$ cat src/rtl/serial_sub_pkg.sv
// Shared types and elaboration helpers for the serial subtractor.
// Optional signed-overflow output is enabled with SERIAL_SUB_OVF_EN.
package serial_sub_pkg;

    typedef enum logic [1:0] {
        IDLE = 2'd0,
        RUN  = 2'd1,
        DONE = 2'd2
    } sub_state_t;

    // Step counter width; a single-step configuration still needs one bit.
    function automatic int cnt_width(input int steps);
        int w;
        w = $clog2(steps);
        return (w < 32'sd1) ? 32'sd1 : w;
    endfunction

endpackage

$ cat src/rtl/fs_cell.sv
// Combinational single-bit full-subtractor cell: d = a - b - bi, bo = borrow out.
module fs_cell (
    input  logic a,
    input  logic b,
    input  logic bi,
    output logic d,
    output logic bo
);

    assign d  = a ^ b ^ bi;
    assign bo = (~a & b) | (~(a ^ b) & bi);

endmodule

$ cat src/rtl/serial_subtractor.sv
// Multi-cycle subtractor: diff = a - b - bin, DIGIT bits per clock, LSB first.
// Define SERIAL_SUB_OVF_EN to add the signed-overflow output ovf.
module serial_subtractor
    import serial_sub_pkg::*;
#(
    parameter int WIDTH = 8,
    parameter int DIGIT = 1
) (
    input  logic             clk,
    input  logic             rst_n,
    input  logic             in_valid,
    output logic             in_ready,
    input  logic [WIDTH-1:0] a,
    input  logic [WIDTH-1:0] b,
    input  logic             bin,
    output logic             out_valid,
    input  logic             out_ready,
    output logic [WIDTH-1:0] diff,
    output logic             bout
`ifdef SERIAL_SUB_OVF_EN
    ,
    output logic             ovf
`endif
);

    localparam int STEPS = WIDTH / DIGIT;
    localparam int CW    = cnt_width(STEPS);

    generate
        if (WIDTH < 32'sd1 || DIGIT < 32'sd1 || (WIDTH % DIGIT) != 32'sd0) begin : g_bad_cfg
            $error("serial_subtractor: WIDTH must be >= 1 and a multiple of DIGIT");
        end
    endgenerate

    sub_state_t               state_r;
    sub_state_t               state_s;
    logic                     in_ready_r;
    logic                     out_valid_r;
    logic [WIDTH-1:0]         a_r;
    logic [WIDTH-1:0]         b_r;
    logic [WIDTH-1:0]         result_r;
    logic                     borrow_r;
    logic [CW-1:0]            cnt_r;
    logic                     last_s;
    logic [DIGIT:0]           chain_s;
    logic [DIGIT-1:0]         d_s;
    logic [WIDTH+DIGIT-1:0]   cat_s;

    assign last_s = (cnt_r == CW'(STEPS - 32'sd1));

    // Ripple chain of cells over the low digit of the operand shift registers.
    assign chain_s[0] = borrow_r;
    for (genvar i = 0; i < DIGIT; i++) begin : g_cell
        fs_cell u_cell (
            .a  (a_r[i]),
            .b  (b_r[i]),
            .bi (chain_s[i]),
            .d  (d_s[i]),
            .bo (chain_s[i+1])
        );
    end

    // New digits enter at the top; the concat keeps WIDTH == DIGIT legal.
    assign cat_s = {d_s, result_r};

    // Next-state decode.
    always_comb begin
        state_s = state_r;
        case (state_r)
            IDLE: begin
                if (in_valid) begin
                    state_s = RUN;
                end else begin
                    state_s = IDLE;
                end
            end
            RUN: begin
                if (last_s) begin
                    state_s = DONE;
                end else begin
                    state_s = RUN;
                end
            end
            DONE: begin
                if (out_ready) begin
                    state_s = IDLE;
                end else begin
                    state_s = DONE;
                end
            end
            default: state_s = IDLE;
        endcase
    end

    // State register with registered handshake flags decoded from the next state.
    always_ff @(posedge clk or negedge rst_n) begin
        if (!rst_n) begin
            state_r     <= IDLE;
            in_ready_r  <= 1'b1;
            out_valid_r <= 1'b0;
        end else begin
            state_r     <= state_s;
            in_ready_r  <= (state_s == IDLE);
            out_valid_r <= (state_s == DONE);
        end
    end

`ifdef SERIAL_SUB_OVF_EN
    logic a_msb_r;
    logic b_msb_r;
    logic ovf_r;

    // Sign capture at acceptance; overflow resolved on the final step.
    always_ff @(posedge clk or negedge rst_n) begin
        if (!rst_n) begin
            a_msb_r <= 1'b0;
            b_msb_r <= 1'b0;
            ovf_r   <= 1'b0;
        end else begin
            if (state_r == IDLE && in_valid) begin
                a_msb_r <= a[WIDTH-1];
                b_msb_r <= b[WIDTH-1];
            end else if (state_r == RUN && last_s) begin
                ovf_r <= (a_msb_r ^ b_msb_r) & (a_msb_r ^ d_s[DIGIT-1]);
            end
        end
    end

    assign ovf = ovf_r;
`endif

    // Operand, result, borrow and step-counter datapath.
    always_ff @(posedge clk or negedge rst_n) begin
        if (!rst_n) begin
            a_r      <= {WIDTH{1'b0}};
            b_r      <= {WIDTH{1'b0}};
            result_r <= {WIDTH{1'b0}};
            borrow_r <= 1'b0;
            cnt_r    <= {CW{1'b0}};
        end else begin
            case (state_r)
                IDLE: begin
                    if (in_valid) begin
                        a_r      <= a;
                        b_r      <= b;
                        borrow_r <= bin;
                        cnt_r    <= {CW{1'b0}};
                    end
                end
                RUN: begin
                    a_r      <= a_r >> DIGIT;
                    b_r      <= b_r >> DIGIT;
                    result_r <= cat_s[WIDTH+DIGIT-1:DIGIT];
                    borrow_r <= chain_s[DIGIT];
                    cnt_r    <= cnt_r + CW'(1'b1);
                end
                default: begin
                end
            endcase
        end
    end

    assign in_ready  = in_ready_r;
    assign out_valid = out_valid_r;
    assign diff      = result_r;
    assign bout      = borrow_r;

endmodule
$ cat config.mk
export PLATFORM = sky130hd
export DESIGN_NAME = serial_subtractor
export DESIGN_NICKNAME = d
export VERILOG_FILES = /design/src/rtl/serial_sub_pkg.sv /design/src/rtl/fs_cell.sv /design/src/rtl/serial_subtractor.sv
export SDC_FILE = /design/constraint.sdc
export NUM_CORES = 1
export LEC_CHECK = 0
export CAP_MARGIN = 0
export CORE_MARGIN = 2
export CORE_UTILIZATION = 35
export DETAILED_ROUTE_END_ITERATION = 10
export SYNTH_ARGS = -nofsm -noshare
export SYNTH_HDL_FRONTEND = slang
export SYNTH_SLANG_ARGS = --single-unit
$ cat constraint.sdc
create_clock -name clk -period 3.7 [get_ports clk]
set_clock_uncertainty 0.2 [all_clocks]
set_input_delay 0.925 -clock clk [delete_from_list [all_inputs] [get_ports clk]]
set_output_delay 0.925 -clock clk [all_outputs]
set_load 0.01 [all_outputs]
==> summary.md, run 1 <==
| Metric | Value |
|---|---|
| Clock insertion delay at the later pin of the skew report | 280 ps |
| Horizontal die dimension | 70.7 um |
| Floorplan die height | 70.7 um |
| Data arrival, critical path | 2450 ps |
| Cell-by-cell trace of the critical path | clkdlybuf4s50_1, or4b_1, o221a_2 |
| Final ANT Viol Nets | 0 |
| Hold Path Class | register to register |
| Instance count of the mapped netlist | 130 |
| GRT Total Usage | 13.0% |
| Clock-pin transition on the worst setup and hold timing paths | 70 ps |
| Commonest non-fill, non-tap cells in the layout | dfrtp_1, clkdlybuf4s50_1, inv_1, nor4b_1, nor3b_1 |
| TritonCTS clock tree | yes |
| Max Buffers Root-to-Sink | 2 |
| Delay contributed by the slowest stage of the critical path | 890 ps |
| Post-synth net total | 154 |
| Die Area | 0.00500 mm2 |
| Clock tree sinks | 32 |
| Number of I/O port buffers | 31 |
| Data required time at the worst endpoint | 3670 ps |
| Count of maximum capacitance violations | 0 |
| Portion of the clock cycle consumed by the worst path in the final layout | 66.9% |
| Post-layout net count | 180 |
| Worst hold path depth | 1 |
| Summed instance area of the synthesized netlist | 0.00156 mm2 |
| Synth warn | 0 |
| Number of DRC violations after detailed-routing iteration 0 | 98 |
| Top cell family by delay on the critical path | buffers and inverters |
| Worst rel slew slack | 27.3% |
| Count of hold buffers inserted by post-cts repair | 0 |
| Critical-path cell with the highest stage delay | clkdlybuf4s50_1 |
| DP Wirelength | 2.04 mm |
| Global-route wire length before repair | 5.17 mm |
| Final slew viol count | 0 |
| Share of final-layout standard cells stronger than drive strength 1 | 12.7% |
| Detailed Routing Iterations Pass 1 | 4 |
| Average wire per standard cell | 14.6 um |
| Resized Gates After CTS | 0 |
| Initial antenna violation count | 0 |
| Total routed wirelength | 3.06 mm |
| Unrepaired setup endpoints after global routing | no |
| Fill cells | 398 |
| Setup TNS | 0 ps |
| Core ar. | 0.00432 mm2 |
| Startpoint kind of the worst setup timing path | primary input |
| # Post-CTS Setup Buffers | 0 |
| Number of global-route vias before repair | 1,105 |
| Total via count after detailed routing | 1,081 |
| Number of vias per cell after detailed routing | 5.17 |
| Number of H-tree levels | 2 |
| Post-layout minimum cycle time | 2480 ps |
| CTS root buf | clkbuf_8 |
| Register-to-register setup slack | 1410 ps |
| Unique masters post-synth | 27 |
| Stages on worst setup path | 3 |
| Launch point of the critical path | in_valid |
| Clock buffer count from CTS | 5 |
| Critical Path Sink Type | register |
| Lkg Pwr | 0.831 nW |
| End-of-flow core utilization | 45.6% |
| Launching point of the worst reg2reg path | state_r[0] |
| Row cnt | 24 |
| Class of the most critical setup path | primary input to register |
| Initial cell density of the core | 36.0% |
| Sequential element share of the synthesized area | 51.5% |
| Seq cells post-synth | 32 |
| Largest voltage drop on the vdd net | 0.257 mV |
| I/O pin cnt | 32 |
| Remaining routing DRC violations | 0 |
| Result of the run | finished clean |
| Area growth from synthesis to final layout | 26.7% |
| Fmax | 404 MHz |
| Launch point of the worst hold path | b_r[7] |
| Per-instance average area after synthesis | 12.0 um2 |
| Routability-driven placement congestion ratio | 0.703 |
| Combined buffer and inverter count along the critical path | 1 |
| Worst Tran Pin Value | 1090 ps |
| Overflow left after global routing | 0 |
| Number of antenna repair diodes | 0 |
| Power density over cell area | 817 mW/mm2 |
| Final setup violating endpoints | 0 |
| Final hold viol count | 0 |
| Max FO, Critical Path | 21 |
| Cell count of the worst reg-to-reg path | 2 |
| Maximum number of pins on one net before global-route repair | 38 |
-- through the flow --
step | worst slack, ps | area, um2 | instances | hold WS [ps] | power, mW
global placement | 960 | 1860 | 201 | 267 | 1.26
CTS | 1230 | 1970 | 209 | 291 | 1.63
detailed placement | 933 | 1860 | 201 | 275 | 1.30
finish | 1220 | 1970 | 209 | 289 | 1.61
global route | 1100 | 1970 | 209 | 306 | 1.73
floorplan | 1870 | 1560 | 130 | 251 | 1.08
-- flip-flops by register name, indices dropped and copies added (netlist names) --
| register | flops |
|---|---|
| in_ready | 1 |
| bout | 1 |
| cnt_r | 3 |
| b_r | 8 |
| out_valid | 1 |
| state_r | 2 |
| diff | 8 |
| a_r | 8 |
-- cell usage after synthesis --
cell      count  area share [%]
buf_2         6             1.9
nor4b_1      14             7.9
o21ba_2       1            0.64
fa_1          1             1.3
a221oi_1      3             1.7
a21oi_1       2            0.64
nor4bb_1      2             1.3
o21bai_4      1             1.2
a211o_1       1            0.56
nand2b_1      3             1.2
buf_6         2             1.4
nor2_1        1            0.24
dfrtp_1      31              50
o221a_2       1            0.72
a211oi_1     11             5.3
nor3b_1      12             5.8
dfstp_2       1             1.7
or4b_1        1            0.64
buf_4         1            0.48
a22o_1        4             2.3
inv_1        14             3.4
a21o_1        1            0.48
nor2b_1       1            0.40
ha_1          2             1.6
mux2i_1       1            0.64
clkbuf_1      4            0.96
mux2_2        8             5.8
-- logic make-up (layout without fill, tap and decap cells) --
family,after synthesis,after routing,share of synthesized area (%)
flops,32,32,51.5
compound gates,25,25,13.5
mux,9,9,6.43
simple gates,34,34,17.4
buf+inv,27,54,8.20
fa+ha+maj,3,3,2.89
-- path summary, 6_finish.rpt --
kind | to
max in group asynchronous | in_ready
min | b_r[7]
max reg2reg | diff[0]
min in group asynchronous | a_r[4]
max | a_r[6]
min reg2reg | b_r[7]
-- worst register-to-register path, cell delays in order (launching register included) --
cell	delay, ps
dfrtp_1	1040
nand2b_1	520
mux2_2	420
-- routing by layer --
metal	vias to the layer above	GRT usage (%)	share of wire (%)
met3	6	4.99	6.4
met5	-	0	0
li1	524	-	-
met2	38	19.6	46
met1	513	17.2	46
met4	0	4.61	1.4
-- area by class of cell --
type	instances	area, um2	share of cell area [%]
flip-flops and latches	32	802	40.7
multi-input cells	71	627	31.8
repair buffers	32	318	16.1
clock buffers	6	72.6	3.68
well taps	52	65.1	3.30
inverters	14	52.6	2.66
clock inverters	2	35.0	1.78
-- power by group --
part	switching, mW	total (mW)	internal (mW)	leakage [nW]
sequential	0.153	0.671	0.519	0.376
combinational	0.253	0.612	0.359	0.400
clock	0.129	0.328	0.200	0.0552
total	0.534	1.61	1.08	0.831
(Power assumes the default switching activity.)
==> run 2, diff against run 1 <==
==> constraint.sdc (replaced) <==
create_clock -name clk -period 2.6 [get_ports clk]
set_clock_uncertainty 0.2 [all_clocks]
set_input_delay 0.65 -clock clk [delete_from_list [all_inputs] [get_ports clk]]
set_output_delay 0.65 -clock clk [all_outputs]
set_load 0.01 [all_outputs]
==> summary.md, run 2 (synthesized netlist as in run 1, its figures left out) <==
| Metric | Value |
|---|---|
| Result of the run | finished clean |
| Startpoint kind of the worst setup timing path | register |
| Critical Path Sink Type | output port |
| Number of global-route vias before repair | 1,165 (+5.4%) |
| Number of I/O port buffers | 31 (unchanged) |
| Final slew viol count | 0 (unchanged) |
| Floorplan die height | 70.7 um (unchanged) |
| Final hold viol count | 0 (unchanged) |
| Final setup violating endpoints | 0 (unchanged) |
| Critical-path cell with the highest stage delay | clkdlybuf4s50_1 |
| Average wire per standard cell | 14.6 um (about the same) |
| Launch point of the critical path | in_ready |
| Launch point of the worst hold path | cnt_r[0] |
| Data arrival, critical path | 1310 ps (-1140 ps) |
| Register-to-register setup slack | 700 ps (-710 ps) |
| Horizontal die dimension | 70.7 um (unchanged) |
| CTS root buf | clkbuf_8 |
| Clock buffer count from CTS | 5 (unchanged) |
| Global-route wire length before repair | 5.41 mm (+4.7%) |
| Count of hold buffers inserted by post-cts repair | 0 (unchanged) |
| Initial cell density of the core | 36.0% (unchanged) |
| Count of maximum capacitance violations | 0 (unchanged) |
| Clock insertion delay at the later pin of the skew report | 280 ps (about the same) |
| Fill cells | 416 (+4.5%) |
| Max FO, Critical Path | 1 (-95%) |
| GRT Total Usage | 13.6% (+0.58 points) |
| Resized Gates After CTS | 0 (unchanged) |
| Launching point of the worst reg2reg path | state_r[1] |
| Largest voltage drop on the vdd net | 0.320 mV (+24%) |
| Worst rel slew slack | 61.9% (+35 points) |
| Die Area | 0.00500 mm2 (unchanged) |
| Number of H-tree levels | 2 (unchanged) |
| Post-layout minimum cycle time | 2160 ps |
| Area growth from synthesis to final layout | 27.0% |
| Portion of the clock cycle consumed by the worst path in the final layout | 83.1% |
| Fmax | 463 MHz |
| Clock tree sinks | 32 (unchanged) |
| Number of antenna repair diodes | 0 (unchanged) |
| Number of vias per cell after detailed routing | 5.17 (-0.14%) |
| Unrepaired setup endpoints after global routing | no |
| Worst r2r dst | diff[6] |
| Number of DRC violations after detailed-routing iteration 0 | 43 (-56%) |
| Combined buffer and inverter count along the critical path | 1 (unchanged) |
| End-of-flow core utilization | 45.7% (+0.12 points) |
| Core ar. | 0.00432 mm2 (unchanged) |
| Min-Delay Endpoint | cnt_r[0] |
| Overflow left after global routing | 0 (unchanged) |
| Top cell family by delay on the critical path | buffers and inverters |
| Total routed wirelength | 3.10 mm (+1.4%) |
| Row cnt | 24 (unchanged) |
| Hold Path Class | register to register |
| Power density over cell area | 1130 mW/mm2 (+38%) |
| Lkg Pwr | 0.836 nW (+0.62%) |
| Data required time at the worst endpoint | 1750 ps (-1920 ps) |
| Routability-driven placement congestion ratio | 0.733 (+4.3%) |
| Clock-pin transition on the worst setup and hold timing paths | 60 ps (about the same) |
| Worst Tran Pin Value | 572 ps (-518 ps) |
| Initial antenna violation count | 0 (unchanged) |
| Maximum number of pins on one net before global-route repair | 33 (-13%) |
| Post-layout net count | 183 (+1.7%) |
| Setup TNS | 0 ps (unchanged) |
| Remaining routing DRC violations | 0 (unchanged) |
| Max Buffers Root-to-Sink | 2 (unchanged) |
| Detailed Routing Iterations Pass 1 | 4 (unchanged) |
| I/O pin cnt | 32 (unchanged) |
| DP Wirelength | 2.14 mm (+4.8%) |
| Commonest non-fill, non-tap cells in the layout | dfrtp_1, clkdlybuf4s50_1, inv_1, nor4b_1, nor3b_1 |
| Cell-by-cell trace of the critical path | clkdlybuf4s50_1 |
| Final ANT Viol Nets | 0 (unchanged) |
| Total via count after detailed routing | 1,095 (+1.3%) |
| Class of the most critical setup path | register to output port |
| Share of final-layout standard cells stronger than drive strength 1 | 13.8% (+1.0 points) |
| Cell count of the worst reg-to-reg path | 2 (unchanged) |
| TritonCTS clock tree | yes |
| Delay contributed by the slowest stage of the critical path | 520 ps (-370 ps) |
| # Post-CTS Setup Buffers | 0 (unchanged) |
| Worst hold path depth | 1 (unchanged) |
## run 2: cell count changes in the layout (fill, tap and decap cells not counted), sizes merged
cell | previous run | this run
bufinv | 1 | 0
clkbuf | 6 | 8
clkinv | 1 | 0
buf | 1 | 4
## run 2: metal layers
metal  vias to the layer above  global-route usage (%)  share of wire (%)
li1                        527                       -                  -
met1                       527                    18.5                 48
met2                        34                    20.9                 45
met3                         7                    2.99                4.6
met4                         0                    6.29                1.9
met5                         -                       0                  0
## run 2: layout make-up
class	instances	area [um2]	area share (%)
flip-flops and latches	32	802	40.6
clock buffers	8	90.1	4.56
multi-input cells	71	627	31.7
well taps	52	65.1	3.29
inverters	14	52.6	2.66
repair buffers	35	340	17.2
## run 2: worst max-delay path by stage
stage,to,slack [ps],cells past startpoint
6_report,in_ready,440,1
5_1_grt,in_ready,410,1
4_1_cts,in_ready,430,1
3_5_place_dp,b_r[5],330,4
3_3_place_gp,b_r[0],390,4
2_1_floorplan,a_r[6],1040,3
## run 2: power by group
group          switching (mW)  total [mW]  leakage (nW)  internal, mW
clock network           0.176       0.392        0.0455         0.216
logic                   0.404       0.926         0.414         0.522
registers               0.168       0.907         0.376         0.739
## run 2: per-stage QoR
step | hold slack, ps | instance area (um2) | setup slack, ps | power (mW) | std cells
2_1_floorplan | 154 | 1560 | 1040 | 1.54 | 130
3_3_place_gp | 265 | 1890 | 388 | 1.81 | 204
3_5_place_dp | 283 | 1890 | 331 | 1.85 | 204
4_1_cts | 292 | 1980 | 425 | 2.26 | 212
5_1_grt | 312 | 1980 | 413 | 2.42 | 212
6_report | 288 | 1980 | 440 | 2.23 | 212
==> run 3, diff against run 2 <==
==> constraint.sdc (replaced) <==
create_clock -name clk -period 2.1 [get_ports clk]
set_clock_uncertainty 0.2 [all_clocks]
set_input_delay 0.525 -clock clk [delete_from_list [all_inputs] [get_ports clk]]
set_output_delay 0.525 -clock clk [all_outputs]
set_load 0.01 [all_outputs]
==> summary.md, run 3 (synthesized netlist as in run 1, its figures left out) <==
| Metric | Value |
|---|---|
| Result of the run | finished clean |
| Portion of the clock cycle consumed by the worst path in the final layout | 97.3% |
| Maximum number of pins on one net before global-route repair | 33 (unchanged) |
| Area growth from synthesis to final layout | 29.4% |
| Clock-pin transition on the worst setup and hold timing paths | 60 ps (about the same) |
| Number of I/O port buffers | 31 (unchanged) |
| Setup TNS | 0 ps (unchanged) |
| Unrepaired setup endpoints after global routing | no |
| Detailed-routing wirelength on met1 | 1.46 mm (-2.5%) |
| Clock insertion delay at the later pin of the skew report | 280 ps (about the same) |
| Routed length on met3 | 145 um (+0.69%) |
| Lkg Pwr | 0.860 nW (+2.8%) |
| Number of standard cells in the final layout excluding fillers | 216 (+1.9%) |
| Share of final-layout standard cells stronger than drive strength 1 | 16.5% (+2.7 points) |
| Data arrival, critical path | 1320 ps (about the same) |
| Register-to-register setup slack | 360 ps (-340 ps) |
| Count of maximum capacitance violations | 0 (unchanged) |
| Number of DRC violations after detailed-routing iteration 0 | 42 (-2.3%) |
| Highest metal layer used by the detailed router | met4 |
| Number of H-tree levels | 2 (unchanged) |
| Total via count after detailed routing | 1,122 (+2.5%) |
| Number of vias per cell after detailed routing | 5.19 (+0.57%) |
| Delay contributed by the slowest stage of the critical path | 520 ps (about the same) |
| Count of hold buffers inserted by post-cts repair | 0 (unchanged) |
| Worst Tran Pin Value | 463 ps (-109 ps) |
| Commonest non-fill, non-tap cells in the layout | dfrtp_1, clkdlybuf4s50_1, inv_1, nor4b_1, nor3b_1 |
| Worst rel slew slack | 69.1% (+7.2 points) |
| Post-layout net count | 188 (+2.7%) |
| Global-route wire length before repair | 5.54 mm (+2.4%) |
| # Post-CTS Setup Buffers | 0 (unchanged) |
| Combined buffer and inverter count along the critical path | 1 (unchanged) |
| Post-layout minimum cycle time | 2040 ps |
| Cell-by-cell trace of the critical path | clkdlybuf4s50_1 |
| Core ar. | 0.00432 mm2 (unchanged) |
| Data required time at the worst endpoint | 1370 ps (-380 ps) |
| Fmax | 490 MHz |
| Initial antenna violation count | 0 (unchanged) |
| Area used by multi-input combinational logic | 627 um2 (unchanged) |
| Number of global-route vias before repair | 1,201 (+3.1%) |
| Hold Path Class | register to register |
| Row cnt | 24 (unchanged) |
| Cell count after placement | 209 (+2.5%) |
| End point of the critical path | in_ready |
| I/O pin cnt | 32 (unchanged) |
| Max FO, Critical Path | 1 (unchanged) |
| Power density over cell area | 1380 mW/mm2 (+22%) |
| Clock tree sinks | 32 (unchanged) |
| DP Wirelength | 2.16 mm (+0.87%) |
| Number of antenna repair diodes | 0 (unchanged) |
| Critical Path Sink Type | output port |
| Setup Slack @ Placement | 87.2 ps (-244 ps) |
| Worst r2r dst | diff[1] |
| Resized Gates After CTS | 0 (unchanged) |
| Critical-path cell with the highest stage delay | dfstp_2 |
| Detailed Routing Iterations Pass 1 | 4 (unchanged) |
| Final hold viol count | 0 (unchanged) |
| Final ANT Viol Nets | 0 (unchanged) |
| Post-Route Hold Slack | 290 ps (+1.63 ps) |
| Floorplan die height | 70.7 um (unchanged) |
| Remaining routing DRC violations | 0 (unchanged) |
| Cell count of the worst reg-to-reg path | 2 (unchanged) |
| Max Buffers Root-to-Sink | 2 (unchanged) |
| Average wire per standard cell | 14.3 um (-2.5%) |
| Worst path setup slack after routing | 57.3 ps (-383 ps) |
| TritonCTS clock tree | yes |
| Launching point of the worst reg2reg path | state_r[1] |
| GRT Total Usage | 14.1% (+0.49 points) |
| Startpoint kind of the worst setup timing path | register |
| Met2 layer wire length in the routed design | 1.42 mm (+1.4%) |
| Clock buffer count from CTS | 5 (unchanged) |
| Routability-driven placement congestion ratio | 0.728 (-0.78%) |
| Initial cell density of the core | 36.0% (unchanged) |
| Class of the most critical setup path | register to output port |
| Area taken by flip-flops and latches | 802 um2 (unchanged) |
| Final slew viol count | 0 (unchanged) |
| CTS root buf | clkbuf_8 |
| Launch point of the critical path | in_ready |
| Largest voltage drop on the vdd net | 0.449 mV (+40%) |
| Fill cells | 407 (-2.2%) |
| Overflow left after global routing | 0 (unchanged) |
| Top cell family by delay on the critical path | flip-flops |
| Die Area | 0.00500 mm2 (unchanged) |
| Stages on worst setup path | 1 (unchanged) |
| Horizontal die dimension | 70.7 um (unchanged) |
| Final setup violating endpoints | 0 (unchanged) |
| Total routed wirelength | 3.08 mm (-0.65%) |
[run 3: worst min-delay path by stage]
stage	endpoint	from	cells after the start	slack, ps
2_1_floorplan	a_r[0]	rst_n	0	30
3_3_place_gp	b_r[7]	b_r[7]	1	270
3_5_place_dp	b_r[7]	b_r[7]	1	270
4_1_cts	b_r[7]	b_r[7]	1	290
5_1_grt	cnt_r[0]	cnt_r[0]	1	300
6_report	b_r[7]	b_r[7]	1	290
[run 3: report_power, final]
part | switching [mW] | internal (mW) | total, mW
Clock | 0.206 | 0.225 | 0.431
Combinational | 0.553 | 0.707 | 1.26
Sequential | 0.167 | 0.917 | 1.08
Total | 0.926 | 1.85 | 2.77
[run 3: final cells by class]
cell class / instances / area share, %
clock buffers: 6 / 3.60
clock inverters: 1 / 0.248
inverters: 14 / 2.61
multi-input cells: 71 / 31.1
flip-flops and latches: 32 / 39.8
well taps: 52 / 3.23
repair buffers: 40 / 19.4
[run 3: layer usage]
metal  vias to the layer above  global-route usage, %
met1                       547                   18.4
met4                         0                   6.29
met5                         -                      0
met3                         5                   3.99
li1                        539                      -
met2                        31                   21.9
[run 3: through the flow]
step                power (mW)  utilization [%]  cell area (um2)
finish                    2.77             46.6             2010
global route              3.01             46.6             2010
detailed placement        2.37             44.8             1940
floorplan                 1.91                -             1560
global placement          2.31             44.8             1940
CTS                       2.82             46.6             2010
